<file path="src/rtl/fetch_decode_if.sv">
// Fetch/decode bus: instruction-memory read port plus the decoded-instruction
// valid/ready channel to execute. master = fetch_decode side.
interface fetch_decode_if #(
    parameter int PC_WIDTH = 8
);
    logic                imem_en;
    logic [PC_WIDTH-1:0] imem_addr;
    logic [15:0]         imem_rdata;
    logic [3:0]          opcode;
    logic [3:0]          dstadd;
    logic [3:0]          srcadd_1;
    logic [3:0]          srcadd_2;
    logic                instr_valid;
    logic                instr_ready;

    modport master (
        output imem_en, imem_addr, opcode, dstadd, srcadd_1, srcadd_2, instr_valid,
        input  imem_rdata, instr_ready
    );

    modport slave (
        input  imem_en, imem_addr, opcode, dstadd, srcadd_1, srcadd_2, instr_valid,
        output imem_rdata, instr_ready
    );
endinterface

</file>
<file path="src/rtl/fetch_decode.sv">
// miniCPU front end: fetch from synchronous imem, decode, issue with valid/ready, HALT.
// Optional macro FETCH_JUMP_EN turns opcode 4'hE into an unissued JMP to {srcadd_1, srcadd_2}.
module fetch_decode #(
    parameter int                  PC_WIDTH = 8,
    parameter logic [PC_WIDTH-1:0] RESET_PC = '0
) (
    input  logic                clk,
    input  logic                reset,
    input  logic                start,
    fetch_decode_if.master      bus,
    output logic [PC_WIDTH-1:0] pc,
    output logic                halted
);
    typedef enum logic [2:0] {
        S_IDLE, S_FETCH, S_DECODE, S_ISSUE, S_HALTED
    } state_t;

    state_t              r_state, w_next;
    logic [PC_WIDTH-1:0] r_fpc, r_pc;
    logic [3:0]          r_op, r_dst, r_s1, r_s2;
    logic [3:0]          w_op;
    logic                w_is_halt, w_is_jmp;
    logic [PC_WIDTH-1:0] w_jt;

    assign w_op      = bus.imem_rdata[15:12];
    assign w_is_halt = (w_op == 4'hF);
    assign w_jt      = PC_WIDTH'(bus.imem_rdata[7:0]);
`ifdef FETCH_JUMP_EN
    assign w_is_jmp  = (w_op == 4'hE);
`else
    assign w_is_jmp  = 1'b0;
`endif

    always_ff @(posedge clk or negedge reset) begin
        if (!reset) r_state <= S_IDLE;
        else        r_state <= w_next;
    end

    always_comb begin
        w_next = r_state;
        case (r_state)
            S_IDLE:   if (start) w_next = S_FETCH;
            S_FETCH:  w_next = S_DECODE;
            S_DECODE: begin
                if (w_is_halt)     w_next = S_HALTED;
                else if (w_is_jmp) w_next = S_FETCH;
                else               w_next = S_ISSUE;
            end
            S_ISSUE:  if (bus.instr_ready) w_next = S_FETCH;
            S_HALTED: if (start) w_next = S_FETCH;
            default:  w_next = S_IDLE;
        endcase
    end

    always_comb begin
        bus.imem_en     = (r_state == S_FETCH);
        bus.instr_valid = (r_state == S_ISSUE);
        halted          = (r_state == S_HALTED);
    end

    // Fields and pc only move in DECODE, so they hold naturally through ISSUE stalls.
    always_ff @(posedge clk or negedge reset) begin
        if (!reset) begin
            r_fpc <= RESET_PC;
            r_pc  <= RESET_PC;
            r_op  <= '0;
            r_dst <= '0;
            r_s1  <= '0;
            r_s2  <= '0;
        end else begin
            case (r_state)
                S_DECODE: begin
                    if (w_is_halt) begin
                        r_pc <= r_fpc;
                    end else if (w_is_jmp) begin
                        r_fpc <= w_jt;
                    end else begin
                        r_op  <= bus.imem_rdata[15:12];
                        r_dst <= bus.imem_rdata[11:8];
                        r_s1  <= bus.imem_rdata[7:4];
                        r_s2  <= bus.imem_rdata[3:0];
                        r_pc  <= r_fpc;
                        r_fpc <= r_fpc + 1'b1;
                    end
                end
                S_HALTED: if (start) r_fpc <= RESET_PC;
                default: ;
            endcase
        end
    end

    assign bus.imem_addr = r_fpc;
    assign bus.opcode    = r_op;
    assign bus.dstadd    = r_dst;
    assign bus.srcadd_1  = r_s1;
    assign bus.srcadd_2  = r_s2;
    assign pc            = r_pc;
endmodule

</file>
<file path="src/flat_wrapper.sv">
// flat-port wrapper written by rule: the top's interface ports become plain ports
module fetch_decode_flat 
#(
    parameter int                  PC_WIDTH = 8,
    parameter logic [PC_WIDTH-1:0] RESET_PC = '0
)
  (clk, reset, start, pc, halted, bus_imem_en, bus_imem_addr, bus_opcode, bus_dstadd, bus_srcadd_1, bus_srcadd_2, bus_instr_valid, bus_imem_rdata, bus_instr_ready);
  fetch_decode_if #(.PC_WIDTH(PC_WIDTH)) bus_i ();
  input  logic clk;
  input  logic reset;
  input  logic start;
  output logic [PC_WIDTH-1:0] pc;
  output logic halted;
  output wire logic [$bits(bus_i.imem_en)-1:0] bus_imem_en;
  output wire logic [$bits(bus_i.imem_addr)-1:0] bus_imem_addr;
  output wire logic [$bits(bus_i.opcode)-1:0] bus_opcode;
  output wire logic [$bits(bus_i.dstadd)-1:0] bus_dstadd;
  output wire logic [$bits(bus_i.srcadd_1)-1:0] bus_srcadd_1;
  output wire logic [$bits(bus_i.srcadd_2)-1:0] bus_srcadd_2;
  output wire logic [$bits(bus_i.instr_valid)-1:0] bus_instr_valid;
  input wire logic [$bits(bus_i.imem_rdata)-1:0] bus_imem_rdata;
  input wire logic [$bits(bus_i.instr_ready)-1:0] bus_instr_ready;
  assign bus_imem_en = bus_i.imem_en;
  assign bus_imem_addr = bus_i.imem_addr;
  assign bus_opcode = bus_i.opcode;
  assign bus_dstadd = bus_i.dstadd;
  assign bus_srcadd_1 = bus_i.srcadd_1;
  assign bus_srcadd_2 = bus_i.srcadd_2;
  assign bus_instr_valid = bus_i.instr_valid;
  assign bus_i.imem_rdata = bus_imem_rdata;
  assign bus_i.instr_ready = bus_instr_ready;
  fetch_decode #(.PC_WIDTH(PC_WIDTH), .RESET_PC(RESET_PC)) u_core (.clk(clk), .reset(reset), .start(start), .bus(bus_i), .pc(pc), .halted(halted));
endmodule
</file>
<file path="config.mk">
export PLATFORM = sky130hd
export DESIGN_NAME = fetch_decode_flat
export DESIGN_NICKNAME = d
export VERILOG_FILES = /design/src/rtl/fetch_decode_if.sv /design/src/rtl/fetch_decode.sv /design/src/flat_wrapper.sv
export SDC_FILE = /design/constraint.sdc
export NUM_CORES = 1
export LEC_CHECK = 0
export ABC_AREA = 1
export BUFFER_PORTS_ARGS = -buffer_cell sky130_fd_sc_hd__buf_2
export CORE_ASPECT_RATIO = 0.8
export CORE_MARGIN = 2
export CORE_UTILIZATION = 55
export CTS_BUF_LIST = sky130_fd_sc_hd__clkbuf_8
export CTS_CLUSTER_DIAMETER = 50
export CTS_CLUSTER_SIZE = 24
export DETAILED_ROUTE_END_ITERATION = 8
export GPL_ROUTABILITY_DRIVEN = 0
export GPL_TIMING_DRIVEN = 0
export PLACE_DENSITY_LB_ADDON = 0.3
export SLEW_MARGIN = 20
export SYNTH_ARGS = -nofsm -noshare
export SYNTH_HDL_FRONTEND = slang
export SYNTH_SLANG_ARGS = --single-unit
export TNS_END_PERCENT = 100
</file>
<file path="constraint.sdc">
create_clock -name clk -period 2.2 [get_ports clk]
set_input_delay 0.11 -clock clk [delete_from_list [all_inputs] [get_ports clk]]
set_output_delay 0.11 -clock clk [all_outputs]
set_load 0.02 [all_outputs]
</file>
==> results.sh <==
export IMPL_cts_clk_slew_worst_paths_ns=0.06
export IMPL_final_setup_viol_count=0
export IMPL_worstHoldStart="bus_instr_ready"
export IMPL_power_static_leakage_nw=1.11
export IMPL_synthAdderAreaFrac_pct=0.784
export IMPL_syn_mean_instance_area_um2=8.67
export IMPL_path_class="reg -> out"
export IMPL_holdPathStages=2
export IMPL_timing_final_crit_share_pct=68.4
export IMPL_num_vias=1364
export IMPL_via_per_inst=4.82
export IMPL_vdd_drop_max_uv=871
export IMPL_drive_gt1_share_pct=31.8
export IMPL_clockBufferDepth=2
export IMPL_drtAntennaViolNets=0
export IMPL_start_util_pct=57.7
export IMPL_cts_sinks=35
export IMPL_post_place_ws_ns=0.918
export IMPL_finalClockSkew_ns=0.00466
export IMPL_hold_viol_final=0
export IMPL_grt_pass1_vias=1198
export IMPL_fin_hold_ws_ns=0.0111
export IMPL_critical_path_startpoint="u_core.r_state[1]$_DFFE_PN0P_"
export IMPL_grt_usage_pct=21.0
export IMPL_die_height_um=52.2
export IMPL_netlist_top_cells_count="78 x nand2_1, 35 x dfrtp_1, 15 x inv_1"
export IMPL_port_buffers=54
export IMPL_critPathLaunchType="flip-flop"
export IMPL_drc=0
export IMPL_critPathCaptureType="output port"
export IMPL_io_pins=55
export IMPL_final_setup_tns_ns=0
export IMPL_fmax_ghz=0.664
export IMPL_area_growth_pct=25.1
export IMPL_ys_flop_type="dfrtp_1"
export IMPL_synth_mux_area_share_pct=0
export IMPL_cts_tree="done"
export IMPL_rrSetupSlack_ns=0.90
export IMPL_synth_most_common_cell="nand2_1"
export IMPL_numCtsBuffers=5
export IMPL_worst_pin_slew_ns=0.744
export IMPL_place_hpwl_um=2350
export IMPL_synth_compound_area_share_pct=7.53
export IMPL_synth_xor_area_share_pct=0
export IMPL_wirelength_um=3160
export IMPL_yosys_warnings=0
export IMPL_r2r_start="u_core.r_state[1]$_DFFE_PN0P_"
export IMPL_synth_edff_count=0
export IMPL_drtIter0Drc=93
export IMPL_async_reset_ff_share_pct=100
export IMPL_drv_slew=0
export IMPL_cts_root_buf="clkbuf_8"
export IMPL_setup_slack_ns=0.695
export IMPL_yosysTopAreaCell="dfrtp_1"
export IMPL_ys_seq_area_share_pct=54.9
export IMPL_utilization_pct=72.2
export IMPL_grt_pass1_wl_um=5360
export IMPL_run_status="finished clean"
export IMPL_h_tree_depth=2
export IMPL_clock_latency_ns=0.27
export IMPL_grt_ovfl_total=0
export IMPL_synth_cells=184
export IMPL_antennaDiodeCount=0
export IMPL_nNetsFinal=267
export IMPL_num_rows=17
export IMPL_core_area_um2=2770
export IMPL_fin_crit_ns=1.51
export IMPL_netlist_area_um2=1600
export IMPL_antenna_found_initial=0
export IMPL_die_area_um2=3350
export IMPL_yosys_area_top_type_share_pct=54.9
export IMPL_hold_path_class="in -> reg"
export IMPL_finalPower_mw=3.08
export IMPL_syn_nets=205
export IMPL_wire_per_inst_um=11.2
export IMPL_crit_required_ns=2.09
export IMPL_slew_headroom_pct=50.4
export IMPL_ys_types=27
export IMPL_crit_arrival_ns=1.40
export IMPL_ys_ff_latch=35
export IMPL_drv_cap=0
export IMPL_synth_top_family_by_area="simple AND/OR/NAND/NOR gates"
export IMPL_cp_max_fo=7
export IMPL_die_w_um=64.2
export IMPL_firstDrtPassIters=4
export IMPL_yosys_top_cells_area="dfrtp_1 55%, nand2_1 18%, inv_1 3.5%"
export IMPL_r2r_cells=6
export IMPL_reg2reg_to="u_core.bus.imem_addr[3]$_DFFE_PN0P_"
export IMPL_rsz0062_at_grt="no"
export IMPL_grt_max_degree=36
export IMPL_powerDensity_nw_per_um2=1540
export IMPL_synth_simple_area_share_pct=30.7
export IMPL_hold_end="u_core.r_state[1]$_DFFE_PN0P_"
timing repair:
action | in CTS | in global routing
setup buffers | 0 | 0
endpoints found under the hold margin | 35 | 0
hold buffers | 1 | 0
gates resized for setup | 0 | 0
logic make-up after synthesis:
group                    count (synthesis)
AND/OR/NAND/NOR                        106
flip-flops                              35
AO/OA/AOI/OAI                           21
buffers and inverters                   21
adder cells (fa/ha/maj)                  1
state kept, by name, indices dropped and copies added (netlist names):
signal	flops
u_core.bus.dstadd	4
u_core.bus.imem_addr	8
u_core.bus.opcode	4
u_core.bus.srcadd_1	4
u_core.bus.srcadd_2	4
u_core.pc	8
u_core.r_state	3
stage by stage:
stage	std cells	area, um2
global placement	276	1910
CTS	283	2000
floorplan	184	1600
finish	283	2000
detailed placement	276	1910
global route	283	2000
power by group:
group	leakage [nW]	switching, mW	internal, mW
combinational	0.642	1.01	0.528
sequential	0.432	0.209	0.939
clock	0.0413	0.193	0.206
routing by layer:
layer	track usage [%]	share of wire [%]
met4	4.26	0.92
met2	29.7	44
met5	0	0
met3	6.24	5.2
met1	32.2	50
worst max-delay path by stage:
| stage | slack (ns) | cells past startpoint | end |
|---|---|---|---|
| global route | 0.60 | 4 | halted |
| finish | 0.69 | 4 | halted |
| detailed placement | 0.92 | 6 | u_core.bus.imem_addr[3]$_DFFE_PN0P_ |
| floorplan | 0.92 | 4 | u_core.r_state[1]$_DFFE_PN0P_ |
| global placement | 0.93 | 6 | u_core.bus.opcode[3]$_DFFE_PN0P_ |
| CTS | 0.68 | 4 | halted |
area by class of cell:
cell class | instances | area, um2
clock inverter | 1 | 3.75
inverter | 18 | 70.1
clock buffer | 5 | 68.8
timing repair buffer | 55 | 280
fill | 222 | 769
tap | 38 | 47.5
buffer | 3 | 27.5
sequential | 35 | 876
multi-input combinational | 128 | 622
worst max-delay path: stages, from the launching register on:
cell and delay, ns:
dfrtp_1 0.45, nor2_2 0.25, nand2_2 0.16, inv_1 0.10, buf_2 0.16
layout by cell type, fill, tap and decap left out, types with 2 or more instances in the layout:
master / count
o21ai_2: 2
nor2_1: 8
nor3_1: 2
inv_2: 2
buf_6: 2
nand2_2: 3
inv_1: 16
nand3_1: 7
o21ai_1: 4
o21ai_0: 11
dfrtp_1: 35
nand2_1: 78
clkbuf_8: 5
buf_2: 55
(Power assumes the default switching activity.)
